==> src/rtl/vga_timing_gen_pkg.sv <==
// Purpose : shared timing description for the raster timing generator.
//           timing_t holds one complete horizontal/vertical timing set,
//           VGA_640x480 is the classic 800x525 mode, and hmax()/vmax()
//           return the total line length and frame height.
// Ports   : none (package).
package vga_timing_gen_pkg;

    typedef struct packed {
        int hactive;
        int hfp;
        int hsyn;
        int hbp;
        int vactive;
        int vfp;
        int vsyn;
        int vbp;
    } timing_t;

    localparam timing_t VGA_640x480 = '{
        hactive: 640, hfp: 16, hsyn: 96, hbp: 48,
        vactive: 480, vfp: 11, vsyn: 2,  vbp: 32
    };

    function automatic int hmax(input timing_t t);
        return t.hactive + t.hfp + t.hsyn + t.hbp;
    endfunction

    function automatic int vmax(input timing_t t);
        return t.vactive + t.vfp + t.vsyn + t.vbp;
    endfunction

endpackage

==> src/rtl/vga_timing_gen_if.sv <==
// Purpose : bundle of the timing generator's pixel-side signals.
// Ports   : master = the generator (takes pix_en, drives scan/sync outputs)
//           slave  = the consumer (drives pix_en, reads scan/sync outputs)
//   pix_en       pixel tick enable
//   x, y         scan position
//   active       visible area, aligned with x/y
//   hsync/vsync  syncs with polarity applied, delayed by the pipeline latency
//   blank_b      1 = visible pixel, delayed by the pipeline latency
//   line_start   strobe on the tick at x==0
//   frame_start  strobe on the tick at x==0,y==0
//   frame_cnt    completed-frame count
interface vga_timing_gen_if #(
    parameter int XW = 10,
    parameter int YW = 10,
    parameter int FW = 16
);
    logic          pix_en;
    logic [XW-1:0] x;
    logic [YW-1:0] y;
    logic          active;
    logic          hsync;
    logic          vsync;
    logic          blank_b;
    logic          line_start;
    logic          frame_start;
    logic [FW-1:0] frame_cnt;

    modport master (
        input  pix_en,
        output x, y, active, hsync, vsync, blank_b, line_start, frame_start, frame_cnt
    );

    modport slave (
        output pix_en,
        input  x, y, active, hsync, vsync, blank_b, line_start, frame_start, frame_cnt
    );
endinterface

==> src/rtl/vga_timing_gen_delay_line.sv <==
// Purpose : enable-gated shift register of DEPTH stages, each W bits wide,
//           asynchronously reset to RST_VAL. DEPTH=0 is a plain wire.
// Ports   : clk, reset (async, active-high), en_i (shift enable),
//           d_i (stage-0 input), q_o (last stage output)
module vga_delay_line #(
    parameter int             W       = 1,
    parameter int             DEPTH   = 1,
    parameter logic [W-1:0]   RST_VAL = '0
) (
    input  logic         clk,
    input  logic         reset,
    input  logic         en_i,
    input  logic [W-1:0] d_i,
    output logic [W-1:0] q_o
);

    if (DEPTH == 0) begin : g_pass
        logic unused_s;
        assign unused_s = ^{clk, reset, en_i};
        assign q_o      = d_i;
    end else begin : g_shift
        logic [W-1:0] stage_q [DEPTH];

        // Shift register: stage 0 takes the input, each later stage the one before it
        always_ff @(posedge clk or posedge reset) begin
            if (reset) begin
                for (int i = 0; i < DEPTH; i++) begin
                    stage_q[i] <= RST_VAL;
                end
            end else if (en_i) begin
                stage_q[0] <= d_i;
                for (int i = 1; i < DEPTH; i++) begin
                    stage_q[i] <= stage_q[i-1];
                end
            end
        end

        assign q_o = stage_q[DEPTH-1];
    end

endmodule

==> src/rtl/vga_timing_gen.sv <==
// Purpose : parametrised raster timing generator. Scans x/y, counts frames,
//           decodes sync/visible regions and delays them PIPE_LAT pixel
//           ticks so they line up with pixel data of the same latency.
// Ports   : clk   pixel-domain clock
//           reset asynchronous, active-high
//           bus   vga_timing_gen_if.master (pix_en in; scan/sync/strobes out)
module vga_timing_gen
    import vga_timing_gen_pkg::*;
#(
    parameter int HACTIVE  = VGA_640x480.hactive,
    parameter int HFP      = VGA_640x480.hfp,
    parameter int HSYN     = VGA_640x480.hsyn,
    parameter int HBP      = VGA_640x480.hbp,
    parameter int VACTIVE  = VGA_640x480.vactive,
    parameter int VFP      = VGA_640x480.vfp,
    parameter int VSYN     = VGA_640x480.vsyn,
    parameter int VBP      = VGA_640x480.vbp,
    parameter int HS_POL   = 0,
    parameter int VS_POL   = 0,
    parameter int PIPE_LAT = 2,
    parameter int XW       = 10,
    parameter int YW       = 10,
    parameter int FW       = 16
) (
    input  logic            clk,
    input  logic            reset,
    vga_timing_gen_if.master bus
);

    localparam timing_t TIM = '{
        hactive: HACTIVE, hfp: HFP, hsyn: HSYN, hbp: HBP,
        vactive: VACTIVE, vfp: VFP, vsyn: VSYN, vbp: VBP
    };
    localparam int          HMAX     = hmax(TIM);
    localparam int          VMAX     = vmax(TIM);
    localparam int unsigned HA_END   = HACTIVE;
    localparam int unsigned VA_END   = VACTIVE;
    localparam int unsigned HS_START = HACTIVE + HFP;
    localparam int unsigned HS_END   = HACTIVE + HFP + HSYN;
    localparam int unsigned VS_START = VACTIVE + VFP;
    localparam int unsigned VS_END   = VACTIVE + VFP + VSYN;
    localparam logic        HS_ACT   = (HS_POL != 0) ? 1'b1 : 1'b0;
    localparam logic        VS_ACT   = (VS_POL != 0) ? 1'b1 : 1'b0;

    if (XW < 1 || YW < 1 || FW < 1) begin : g_chk_w
        $error("vga_timing_gen: XW, YW and FW must be > 0");
    end
    if (HMAX > 2**XW) begin : g_chk_x
        $error("vga_timing_gen: XW too narrow for HMAX-1");
    end
    if (VMAX > 2**YW) begin : g_chk_y
        $error("vga_timing_gen: YW too narrow for VMAX-1");
    end
    if (PIPE_LAT < 0 || PIPE_LAT > 15) begin : g_chk_lat
        $error("vga_timing_gen: PIPE_LAT must be 0..15");
    end

    logic [XW-1:0] x_q,  x_d;
    logic [YW-1:0] y_q,  y_d;
    logic [FW-1:0] fc_q, fc_d;
    logic          hs_raw_s, vs_raw_s, vis_s;
    logic [2:0]    dly_s;
    logic          line_start_s;

    // Scan counter next state: x wraps at HMAX-1, y steps on x wrap, frame count on y wrap
    always_comb begin
        x_d  = x_q;
        y_d  = y_q;
        fc_d = fc_q;
        if (bus.pix_en) begin
            if (x_q == XW'(HMAX - 1)) begin
                x_d = '0;
                if (y_q == YW'(VMAX - 1)) begin
                    y_d  = '0;
                    fc_d = fc_q + FW'(1'b1);
                end else begin
                    y_d = y_q + YW'(1'b1);
                end
            end else begin
                x_d = x_q + XW'(1'b1);
            end
        end else begin
            x_d = x_q;
        end
    end

    // Scan counter and frame counter registers
    always_ff @(posedge clk or posedge reset) begin
        if (reset) begin
            x_q  <= '0;
            y_q  <= '0;
            fc_q <= '0;
        end else begin
            x_q  <= x_d;
            y_q  <= y_d;
            fc_q <= fc_d;
        end
    end

    // Undelayed region decode; compared at 32 bits so HMAX==2**XW cannot wrap the bounds
    assign hs_raw_s = (32'(x_q) >= HS_START) && (32'(x_q) < HS_END);
    assign vs_raw_s = (32'(y_q) >= VS_START) && (32'(y_q) < VS_END);
    assign vis_s    = (32'(x_q) < HA_END) && (32'(y_q) < VA_END);

    vga_delay_line #(
        .W       (3),
        .DEPTH   (PIPE_LAT),
        .RST_VAL (3'b000)
    ) u_dly (
        .clk   (clk),
        .reset (reset),
        .en_i  (bus.pix_en),
        .d_i   ({hs_raw_s, vs_raw_s, vis_s}),
        .q_o   (dly_s)
    );

    // Raw syncs are 0 at x=y=0, so only blank needs forcing while in reset with no delay stages
    if (PIPE_LAT == 0) begin : g_blank_comb
        assign bus.blank_b = dly_s[0] & ~reset;
    end else begin : g_blank_reg
        assign bus.blank_b = dly_s[0];
    end

    assign bus.hsync  = dly_s[2] ^ ~HS_ACT;
    assign bus.vsync  = dly_s[1] ^ ~VS_ACT;
    assign bus.x      = x_q;
    assign bus.y      = y_q;
    assign bus.active = vis_s;
    assign bus.frame_cnt = fc_q;

    assign line_start_s    = bus.pix_en && (x_q == '0) && !reset;
    assign bus.line_start  = line_start_s;
    assign bus.frame_start = line_start_s && (y_q == '0);

endmodule

==> src/flat_wrapper.sv <==
// flat-port wrapper written by rule: the top's interface ports become plain ports
module vga_timing_gen_flat import vga_timing_gen_pkg::*;
#(
    parameter int HACTIVE  = VGA_640x480.hactive,
    parameter int HFP      = VGA_640x480.hfp,
    parameter int HSYN     = VGA_640x480.hsyn,
    parameter int HBP      = VGA_640x480.hbp,
    parameter int VACTIVE  = VGA_640x480.vactive,
    parameter int VFP      = VGA_640x480.vfp,
    parameter int VSYN     = VGA_640x480.vsyn,
    parameter int VBP      = VGA_640x480.vbp,
    parameter int HS_POL   = 0,
    parameter int VS_POL   = 0,
    parameter int PIPE_LAT = 2,
    parameter int XW       = 10,
    parameter int YW       = 10,
    parameter int FW       = 16
)
  (clk, reset, bus_pix_en, bus_x, bus_y, bus_active, bus_hsync, bus_vsync, bus_blank_b, bus_line_start, bus_frame_start, bus_frame_cnt);
  vga_timing_gen_if #(.XW(XW), .YW(YW), .FW(FW)) bus_i ();
  input  logic clk;
  input  logic reset;
  input wire logic [$bits(bus_i.pix_en)-1:0] bus_pix_en;
  output wire logic [$bits(bus_i.x)-1:0] bus_x;
  output wire logic [$bits(bus_i.y)-1:0] bus_y;
  output wire logic [$bits(bus_i.active)-1:0] bus_active;
  output wire logic [$bits(bus_i.hsync)-1:0] bus_hsync;
  output wire logic [$bits(bus_i.vsync)-1:0] bus_vsync;
  output wire logic [$bits(bus_i.blank_b)-1:0] bus_blank_b;
  output wire logic [$bits(bus_i.line_start)-1:0] bus_line_start;
  output wire logic [$bits(bus_i.frame_start)-1:0] bus_frame_start;
  output wire logic [$bits(bus_i.frame_cnt)-1:0] bus_frame_cnt;
  assign bus_i.pix_en = bus_pix_en;
  assign bus_x = bus_i.x;
  assign bus_y = bus_i.y;
  assign bus_active = bus_i.active;
  assign bus_hsync = bus_i.hsync;
  assign bus_vsync = bus_i.vsync;
  assign bus_blank_b = bus_i.blank_b;
  assign bus_line_start = bus_i.line_start;
  assign bus_frame_start = bus_i.frame_start;
  assign bus_frame_cnt = bus_i.frame_cnt;
  vga_timing_gen #(.HACTIVE(HACTIVE), .HFP(HFP), .HSYN(HSYN), .HBP(HBP), .VACTIVE(VACTIVE), .VFP(VFP), .VSYN(VSYN), .VBP(VBP), .HS_POL(HS_POL), .VS_POL(VS_POL), .PIPE_LAT(PIPE_LAT), .XW(XW), .YW(YW), .FW(FW)) u_core (.clk(clk), .reset(reset), .bus(bus_i));
endmodule
==> config.mk <==
export PLATFORM = sky130hd
export DESIGN_NAME = vga_timing_gen_flat
export DESIGN_NICKNAME = d
export VERILOG_FILES = /design/src/rtl/vga_timing_gen_pkg.sv /design/src/rtl/vga_timing_gen_if.sv /design/src/rtl/vga_timing_gen_delay_line.sv /design/src/rtl/vga_timing_gen.sv /design/src/flat_wrapper.sv
export SDC_FILE = /design/constraint.sdc
export NUM_CORES = 1
export LEC_CHECK = 0
export ABC_CLOCK_PERIOD_IN_PS = 1700
export CAP_MARGIN = 20
export CORE_ASPECT_RATIO = 0.7
export CORE_MARGIN = 2
export CORE_UTILIZATION = 46
export CTS_BUF_LIST = sky130_fd_sc_hd__clkbuf_16
export DETAILED_ROUTE_END_ITERATION = 10
export HOLD_SLACK_MARGIN = 0.06
export PLACE_DENSITY = 0.82
export SYNTH_ARGS = -nofsm -noshare
export SYNTH_HDL_FRONTEND = slang
export SYNTH_SLANG_ARGS = --single-unit
==> constraint.sdc <==
create_clock -name clk -period 1.7 [get_ports clk]
set_input_delay 0.17 -clock clk [delete_from_list [all_inputs] [get_ports clk]]
set_output_delay 0.17 -clock clk [all_outputs]
set_load 0.05 [all_outputs]
==> flow_metrics.env, run 1 <==
export IMPL_hp_class="primary input to asynchronous set/reset pin"
export IMPL_finalMaxSlewViolations=0
export IMPL_synthMuxAreaShare=0.03401
export IMPL_synthesis_area_um2=2207
export IMPL_grt_overflow=0
export IMPL_worst_path_max_delay_cell="dfrtp_2"
export IMPL_start_kind="flop"
export IMPL_violations="negative setup slack"
export IMPL_max_clock_path_buffers=2
export IMPL_cts_made_buffers=5
export IMPL_reg2reg_from="u_core.bus.y[1]$_DFFE_PP0P_"
export IMPL_synth_top_area_share=0.4762
export IMPL_final_util=0.7092
export IMPL_num_rows=21
export IMPL_status="finished with violations"
export IMPL_synth_top_cell_by_area="dfrtp_1"
export IMPL_ys_top_cells_by_area="dfrtp_1 (48%), xor2_1 (6.7%), ha_1 (3.4%)"
export IMPL_critPathRequiredTime_ns=1.53
export IMPL_finalCriticalPeriod_ns=1.827
export IMPL_end_kind="primary output"
export IMPL_diodes=0
export IMPL_p_per_area_nw_per_um2=944.7
export IMPL_clkTransAtPathRegs_ns=0.06
export IMPL_grt_pass1_vias=1726
export IMPL_pin_count=45
export IMPL_die_h_um=61.96
export IMPL_p_sw_frac=0.3464
export IMPL_die_w_um=86.79
export IMPL_cts_sinks=42
export IMPL_instances_no_fill=357
export IMPL_vias=1950
export IMPL_rr_worst_depth=7
export IMPL_combPwrFrac=0.345
export IMPL_antenna_found_initial=0
export IMPL_rsz0062_at_grt="true"
export IMPL_io_buffers=44
export IMPL_synth_seq_cells=42
export IMPL_pwr_share_seq=0.369
export IMPL_die_area_um2=5377
export IMPL_ys_warn_count=0
export IMPL_p_total_mw=3.151
export IMPL_ctsHtreeMaxLevel=2
export IMPL_synth_common_cells="dfrtp_1 (42), nand2_1 (17), xor2_1 (17)"
export IMPL_synth_top_family_by_area="simple AND/OR/NAND/NOR gates"
export IMPL_antenna_left=0
export IMPL_p_clk_frac=0.286
export IMPL_hpwl_mm=3.824
export IMPL_ir_drop_v=0.0009435
export IMPL_p_leak_nw=1.681
export IMPL_setup_viol=7
export IMPL_wl_per_cell_um=16.68
export IMPL_route_detailed_drc=0
export IMPL_clkLatencyLatePin_ns=0.28
export IMPL_async_flop_share=1.000
export IMPL_slew_headroom=0.6684
export IMPL_layout_nets=308
export IMPL_internal_power_mw=2.060
export IMPL_setup_tns_final_ns=-0.3277
export IMPL_seq_area_frac_synth=0.4762
export IMPL_grtUsageTotal=0.2186
export IMPL_core_um2=4703
export IMPL_synthAdderAreaFrac=0.03401
export IMPL_drive_above_1_share=0.4967
export IMPL_cpPeakStageDelay_ns=0.41
export IMPL_fmax_ghz=0.5472
export IMPL_setup_ws_ns=-0.1274
export IMPL_cap_viol_max_count=0
export IMPL_dpl_cell_count=335
export IMPL_crit_chain="inv_2 > ha_4 > nor2b_4 > nand4_1 > nor3_4 > buf_12"
export IMPL_worstMarginPinSlew_ns=0.4958
export IMPL_synth_most_common_cell="dfrtp_1"
export IMPL_via_per_inst=5.462
export IMPL_drt_iter0_drc=124
export IMPL_syn_area_per_cell_um2=10.31
export IMPL_synth_flop_cell="dfrtp_1"
export IMPL_initial_utilization=0.4693
export IMPL_grt_max_degree=43
export IMPL_totalWireLength_mm=5.953
export IMPL_synth_nets=223
export IMPL_cts_root_buffer="clkbuf_16"
export IMPL_syn_inst=214
export IMPL_synth_xor_area_share=0.09921
export IMPL_yosysUniqueCellTypes=38
export IMPL_clock_skew_ns=0.005116
export IMPL_place_congestion=0.9033
export IMPL_syn_to_final_growth_pct=51.13
export IMPL_crit_start="u_core.bus.y[1]$_DFFE_PP0P_"
export IMPL_timing_worst_setup_path_type="flop to primary output"
export IMPL_cts_tree="built"
export IMPL_finalCritPeriodShare=1.075
export IMPL_synth_edf_count=0
export IMPL_grt_pass1_wl_mm=8.742
export IMPL_synth_compound_area_frac=0.04705
export IMPL_hold_violations=0
export IMPL_cp_max_fo=2
export IMPL_cp_arrival_ns=1.66
export IMPL_yosys_area_share_simple=0.2687
export IMPL_first_pass_iters=4
export IMPL_p_sw_mw=1.092
[cell families after synthesis]
family	Yosys count
muxes	6
DFF	42
xor gates and xnor gates	25
AOI/OAI and AO/OA	18
and+or+nand+nor	97
buffers and inverters	20
adders and majority gates	6
[power by group through the flow]
| stage | clock network (mW) | registers (mW) | logic [mW] |
|---|---|---|---|
| final | 0.902 | 1.16 | 1.09 |
| after global placement | 0 | 1.18 | 0.935 |
| after detailed placement | 0 | 1.18 | 0.945 |
| after floorplan | 0 | 1.48 | 0.312 |
| after CTS | 0.896 | 1.16 | 1.07 |
| after global routing | 0.946 | 1.17 | 1.17 |
[registers in the layout, indices dropped and copies added (netlist names)]
register and count:
u_core.bus.frame_cnt 16, u_core.bus.x 10, u_core.bus.y 10, u_core.u_dly.g_shift.stage_q 3, u_core.u_dly.q_o 3
[repair_timing]
action	4_1_cts	5_1_grt
pin swaps	6	12
cloned	0	1
gates resized for setup	16	17
hold buffers	0	0
setup buffers	7	6
endpoints found under the setup margin	7	24
[stage by stage]
step / hold slack, ns / setup slack (ns) / instance area, um2
floorplan: 0.4118 / -0.1149 / 2307
detailed placement: 0.4630 / -0.1040 / 2910
CTS: 0.3370 / -0.1263 / 3168
global route: 0.3741 / -0.1751 / 3336
finish: 0.3191 / -0.1274 / 3336
global placement: 0.4593 / -0.07827 / 2910
[layout make-up]
cell class                 instances  area, um2
fill                             311       1368
tap                               57      71.32
clock buffer                       5      125.1
timing repair buffer              85      743.2
sequential                        42       1076
clock inverter                     3      11.26
inverter                          13      48.80
multi-input combinational        152       1260
[cells in the final DEF (no fill, tap or decap), drive strengths merged]
cell type / Yosys / final
xnor2: 8 / 8
nor4b: 1 / 1
o2111ai: 1 / 1
or3: 3 / 3
o31a: 1 / 1
buf: 4 / 80
and4b: 1 / 1
nand3: 9 / 9
mux2: 6 / 6
a21oi: 2 / 2
nand4: 14 / 14
nor2b: 2 / 2
a31oi: 1 / 1
and3: 10 / 10
ha: 6 / 6
inv: 13 / 16
clkbuf: 3 / 6
o21ai: 11 / 11
xor2: 17 / 17
and4: 5 / 5
nor2: 15 / 15
nand2: 18 / 18
and4bb: 1 / 1
nor3: 12 / 12
and2: 2 / 2
nor4: 4 / 4
a22o: 1 / 1
o22ai: 1 / 1
dfrtp: 42 / 42
clkdlybuf4s50: 0 / 4
[critical path: cells and delay by family, from the launching register on]
kind	cells	cell delay, ns
AND/OR/NAND/NOR	3	0.60
flip-flops	1	0.41
buffers and inverters	2	0.24
adder cells (fa/ha/maj)	1	0.13
[path summary, 6_finish.rpt]
check	endpoint	slack [ns]
max	bus_frame_start	-0.13
min	u_core.u_dly.g_shift.stage_q[5]$_DFFE_PP0P_	0.32
max in group asynchronous	u_core.bus.x[1]$_DFFE_PP0P_	1.17
min in group clk	u_core.bus.frame_cnt[15]$_DFFE_PP0P_	0.48
min reg2reg	u_core.bus.frame_cnt[15]$_DFFE_PP0P_	0.48
max reg2reg	u_core.bus.frame_cnt[1]$_DFFE_PP0P_	-0.06
[routing by layer]
layer / up-vias / track usage / wire length [um]
li1: 918 / - / -
met3: 11 / 0.04756 / 247
met2: 50 / 0.3435 / 2707
met5: - / 0 / 0
met1: 971 / 0.3154 / 2921
met4: 0 / 0.04911 / 76
No activity file was read; power rests on OpenSTA's default activity.
==> run 2, diff against run 1 <==
GPL_TIMING_DRIVEN = 0   (was not set)
PLACE_DENSITY = 0.76   (was 0.82)
==> flow_metrics.env, run 2 (synthesized netlist as in run 1, its figures left out) <==
export IMPL_status="finished with violations"
export IMPL_violations="negative setup slack"
export IMPL_cp_max_fo=4
export IMPL_clock_skew_ns=0.006476
export IMPL_start_kind="flop"
export IMPL_finalCritPeriodShare=1.032
export IMPL_grt_max_degree=43
export IMPL_crit_chain="nor4_4 > nand4_1 > nor3_4 > buf_6"
export IMPL_die_area_um2=5377
export IMPL_finalCriticalPeriod_ns=1.755
export IMPL_pwr_share_seq=0.406
export IMPL_max_clock_path_buffers=2
export IMPL_wl_per_cell_um=16.30
export IMPL_grtUsageTotal=0.2065
export IMPL_core_um2=4703
export IMPL_cpPeakStageDelay_ns=0.44
export IMPL_grt_pass1_vias=1633
export IMPL_reg2reg_from="u_core.bus.x[3]$_DFFE_PP0P_"
export IMPL_place_congestion=0.8417
export IMPL_critPathRequiredTime_ns=1.53
export IMPL_first_pass_iters=4
export IMPL_vias=1841
export IMPL_regToRegSetupSlack_ns=-0.04
export IMPL_p_clk_frac=0.297
export IMPL_layout_commonest_cell="dfrtp_1"
export IMPL_die_w_um=86.79
export IMPL_hp_class="primary input to asynchronous set/reset pin"
export IMPL_crit_start="u_core.bus.x[2]$_DFFE_PP0P_"
export IMPL_combPwrFrac=0.298
export IMPL_hold_violations=0
export IMPL_end_kind="primary output"
export IMPL_rsz0062_at_grt="true"
export IMPL_antenna_found_initial=0
export IMPL_die_h_um=61.96
export IMPL_rr_worst_depth=6
export IMPL_timing_worst_setup_path_type="flop to primary output"
export IMPL_diodes=0
export IMPL_cts_sinks=42
export IMPL_post_place_ws_ns=-0.6341
export IMPL_layout_common_cells="dfrtp_1 (22), dfrtp_2 (20), buf_4 (19), xor2_1 (17), dlygate4sd2_1 (17)"
export IMPL_cp_arrival_ns=1.58
export IMPL_totalWireLength_mm=5.576
export IMPL_hpwl_mm=3.420
export IMPL_antenna_left=0
export IMPL_syn_to_final_growth_pct=46.83
export IMPL_ir_drop_v=0.0009109
export IMPL_layout_nets=293
export IMPL_largest_register_ff_count=16
export IMPL_path_depth=4
export IMPL_setup_ws_ns=-0.05500
export IMPL_p_sw_mw=1.070
export IMPL_p_leak_nw=1.747
export IMPL_cts_tree="built"
export IMPL_io_buffers=44
export IMPL_slew_headroom=0.4073
export IMPL_drt_iter0_drc=140
export IMPL_p_per_area_nw_per_um2=938.1
export IMPL_drive_above_1_share=0.3158
export IMPL_route_detailed_drc=0
export IMPL_cts_made_buffers=5
export IMPL_nFillCells=335
export IMPL_clkLatencyLatePin_ns=0.29
export IMPL_worst_r2r_endpoint="u_core.bus.y[8]$_DFFE_PP0P_"
export IMPL_p_sw_frac=0.3520
export IMPL_cts_root_buffer="clkbuf_16"
export IMPL_final_util=0.6890
export IMPL_crit_buf_inv=1
export IMPL_fmax_ghz=0.5698
export IMPL_clkTransAtPathRegs_ns=0.06
export IMPL_num_rows=21
export IMPL_worst_path_max_delay_cell="dfrtp_2"
export IMPL_grt_overflow=0
export IMPL_critical_path_top_delay_family="simple AND/OR/NAND/NOR gates"
export IMPL_grt_pass1_wl_mm=8.280
export IMPL_internal_power_mw=1.970
export IMPL_ctsHtreeMaxLevel=2
export IMPL_finalMaxSlewViolations=0
export IMPL_via_per_inst=5.383
export IMPL_worstMarginPinSlew_ns=0.8878
export IMPL_cap_viol_max_count=0
export IMPL_endpoint="bus_frame_start"
export IMPL_initial_utilization=0.4693
export IMPL_pin_count=45
export IMPL_setup_viol=2
export IMPL_p_total_mw=3.040
==> run 2: layout make-up <==
type,instances,area (um2),share of cell area
tap,57,71.32,0.02201
buffer,6,53.80,0.01660
multi-input combinational,152,1211,0.3737
inverter,13,48.80,0.01506
timing repair buffer,64,641.9,0.1981
clock buffer,5,125.1,0.03861
sequential,42,1076,0.3320
clock inverter,3,12.51,0.003861
==> run 2: power groups by stage <==
stage	Clock, mW	Sequential (mW)	Combinational [mW]
final	0.902	1.23	0.905
after global routing	0.962	1.25	0.965
after CTS	0.908	1.23	0.801
after detailed placement	0	1.24	0.807
after global placement	0	1.25	0.789
after floorplan	0	1.48	0.312
==> run 2: stage by stage <==
| stage | TNS, ns | cell area (um2) | hold slack [ns] | instances |
|---|---|---|---|---|
| floorplan | -0.4371 | 2307 | 0.4118 | 214 |
| global placement | -18.66 | 2819 | 0.4597 | 315 |
| detailed placement | -2.204 | 2819 | 0.4661 | 315 |
| CTS | -0.1216 | 3002 | 0.4738 | 330 |
| global route | -0.5523 | 3241 | 0.5082 | 342 |
| finish | -0.09485 | 3241 | 0.4825 | 342 |
==> run 2: per-layer routing <==
layer | part of all wire | GRT usage
met5 | 0 | 0
met4 | 0.016 | 0.08705
met3 | 0.051 | 0.04491
met2 | 0.44 | 0.2868
met1 | 0.49 | 0.3110
==> run 2: repair_timing <==
action                                  4_1_cts  5_1_grt
pin swaps                                     4       10
gates resized for setup                      40       35
hold buffers                                  0        0
setup buffers                                 7       12
cloned                                        0        1
endpoints found under the setup margin       26       31
==> run 2: worst min-delay path by stage <==
stage                                                       to                                  from  cells after the start  slack [ns]
final                              u_core.bus.x[6]$_DFFE_PP0P_                                 reset                      2        0.48
after global routing               u_core.bus.y[7]$_DFFE_PP0P_           u_core.bus.y[7]$_DFFE_PP0P_                      1        0.51
after global placement    u_core.bus.frame_cnt[15]$_DFFE_PP0P_  u_core.bus.frame_cnt[15]$_DFFE_PP0P_                      1        0.46
after detailed placement  u_core.bus.frame_cnt[15]$_DFFE_PP0P_  u_core.bus.frame_cnt[15]$_DFFE_PP0P_                      1        0.47
after CTS                 u_core.bus.frame_cnt[15]$_DFFE_PP0P_  u_core.bus.frame_cnt[15]$_DFFE_PP0P_                      1        0.47
after floorplan           u_core.bus.frame_cnt[10]$_DFFE_PP0P_                                 reset                      1        0.41
==> run 3, diff against run 2 <==
MAX_ROUTING_LAYER = met4   (was not set)
PLACE_DENSITY = 0.75   (was 0.76)
==> flow_metrics.env, run 3 (synthesized netlist as in run 1, its figures left out) <==
export IMPL_status="finished with violations"
export IMPL_violations="negative setup slack"
export IMPL_cp_arrival_ns=1.63
export IMPL_crit_chain="inv_2 > ha_4 > nor2b_4 > nand4_1 > nor3_4 > buf_6"
export IMPL_die_area_um2=5377
export IMPL_p_per_area_nw_per_um2=901.5
export IMPL_core_um2=4703
export IMPL_drive_above_1_share=0.3658
export IMPL_finalCritPeriodShare=1.056
export IMPL_clkTransAtPathRegs_ns=0.05
export IMPL_crit_buf_inv=2
export IMPL_via_per_inst=5.642
export IMPL_ir_drop_v=0.0008055
export IMPL_io_buffers=44
export IMPL_hold_start="u_core.u_dly.g_shift.stage_q[5]$_DFFE_PP0P_"
export IMPL_num_rows=21
export IMPL_vias=2003
export IMPL_setup_viol=10
export IMPL_crit_start="u_core.bus.y[0]$_DFFE_PP0P_"
export IMPL_reg2reg_from="u_core.bus.y[0]$_DFFE_PP0P_"
export IMPL_cap_viol_max_count=0
export IMPL_start_kind="flop"
export IMPL_worstMarginPinSlew_ns=0.8662
export IMPL_final_util=0.7247
export IMPL_cts_made_buffers=5
export IMPL_cts_tree="built"
export IMPL_hold_violations=0
export IMPL_rsz0062_at_grt="true"
export IMPL_grt_pass1_wl_mm=8.293
export IMPL_slew_headroom=0.4217
export IMPL_max_clock_path_buffers=2
export IMPL_route_detailed_drc=0
export IMPL_antenna_left=0
export IMPL_nFillCells=316
export IMPL_hold_path_cell_count=2
export IMPL_finalMaxSlewViolations=0
export IMPL_ctsHtreeMaxLevel=2
export IMPL_first_pass_iters=4
export IMPL_largest_register_ff_count=16
export IMPL_fmax_ghz=0.5570
export IMPL_grtUsageTotal=0.2075
export IMPL_clkLatencyLatePin_ns=0.28
export IMPL_layout_common_cells="buf_4 (23), dfrtp_1 (22), dfrtp_2 (20), xor2_1 (17), dlygate4sd2_1 (16)"
export IMPL_antenna_found_initial=0
export IMPL_critical_path_top_delay_family="simple AND/OR/NAND/NOR gates"
export IMPL_finalCriticalPeriod_ns=1.795
export IMPL_pin_count=45
export IMPL_final_seq_area_um2=1076
export IMPL_regToRegSetupSlack_ns=-0.06
export IMPL_cts_root_buffer="clkbuf_16"
export IMPL_layout_nets=306
export IMPL_setup_ws_ns=-0.09532
export IMPL_multi_input_area_um2=1269
export IMPL_cpPeakStageDelay_ns=0.41
export IMPL_place_congestion=0.8573
export IMPL_grt_max_degree=43
export IMPL_clock_skew_ns=0.004274
export IMPL_worst_r2r_endpoint="u_core.bus.frame_cnt[13]$_DFFE_PP0P_"
export IMPL_totalWireLength_mm=6.075
export IMPL_die_h_um=61.96
export IMPL_p_leak_nw=1.841
export IMPL_timing_worst_setup_path_type="flop to primary output"
export IMPL_initial_utilization=0.4693
export IMPL_hp_class="flop to flop"
export IMPL_grt_overflow=0
export IMPL_hpwl_mm=3.476
export IMPL_end_kind="primary output"
export IMPL_drt_iter0_drc=137
export IMPL_grt_pass1_vias=1680
export IMPL_die_w_um=86.79
export IMPL_layout_commonest_cell="buf_4"
export IMPL_holdPathEnd="u_core.u_dly.q_o[2]$_DFFE_PP0P_"
export IMPL_cts_sinks=42
export IMPL_whs_ns=0.4775
export IMPL_diodes=0
export IMPL_syn_to_final_growth_pct=54.42
export IMPL_critPathRequiredTime_ns=1.53
export IMPL_cp_max_fo=3
export IMPL_worst_path_max_delay_cell="dfrtp_2"
export IMPL_rr_worst_depth=8
export IMPL_wl_per_cell_um=17.11
==> run 3: layout make-up <==
type | instances | share of cell area
Clock buffer | 5 | 0.03671
Inverter | 13 | 0.01432
Timing Repair Buffer | 77 | 0.2199
Multi-Input combinational cell | 152 | 0.3722
Tap cell | 57 | 0.02093
Clock inverter | 3 | 0.003304
Sequential cell | 42 | 0.3157
Buffer | 6 | 0.01689
==> run 3: worst max-delay path by stage <==
stage / endpoint / cells past startpoint
after floorplan: bus_frame_start / 4
after global placement: bus_frame_start / 5
after detailed placement: bus_frame_start / 5
after CTS: bus_frame_start / 6
after global routing: u_core.bus.frame_cnt[11]$_DFFE_PP0P_ / 8
final: bus_frame_start / 6
==> run 3: what timing repair did <==
action / CTS / global route
endpoints found under the setup margin: 25 / 35
endpoints found under the hold margin: 0 / 0
hold buffers: 0 / 0
setup buffers: 9 / 24
gates resized for setup: 43 / 60
pin swaps: 4 / 18
==> run 3: routing by layer <==
metal / vias to the layer above / track usage / wire, um
li1: 920 / - / -
met1: 1000 / 0.2984 / 2829
met2: 69 / 0.3010 / 2824
met3: 14 / 0.03699 / 277
met4: 0 / 0.06027 / 143
met5: - / - / 0
==> run 3: where the power goes <==
part	internal, mW	switching, mW
Clock	0.528	0.357
Combinational	0.380	0.564
Sequential	1.09	0.152
==> run 3: metrics by stage <==
step                      power [mW]  setup TNS [ns]  cells  area [um2]  setup slack, ns
after CTS                      2.964        -0.09697    332        3033         -0.09477
after global routing           3.213          -1.500    355        3408          -0.1718
after floorplan                1.793         -0.4371    214        2307          -0.1149
after global placement         2.034          -19.77    315        2819          -0.6423
after detailed placement       2.048          -2.473    315        2819          -0.6525
final                          3.072         -0.4277    355        3408         -0.09532
==> run 3: worst reg2reg max path: stages, from the launching register on <==
cell and delay [ns]:
dfrtp_2 0.41, inv_2 0.09, ha_4 0.13, nor2b_4 0.17, buf_6 0.12, nand4_4 0.16, buf_6 0.18, nor4b_4 0.24
xor2_1 0.19
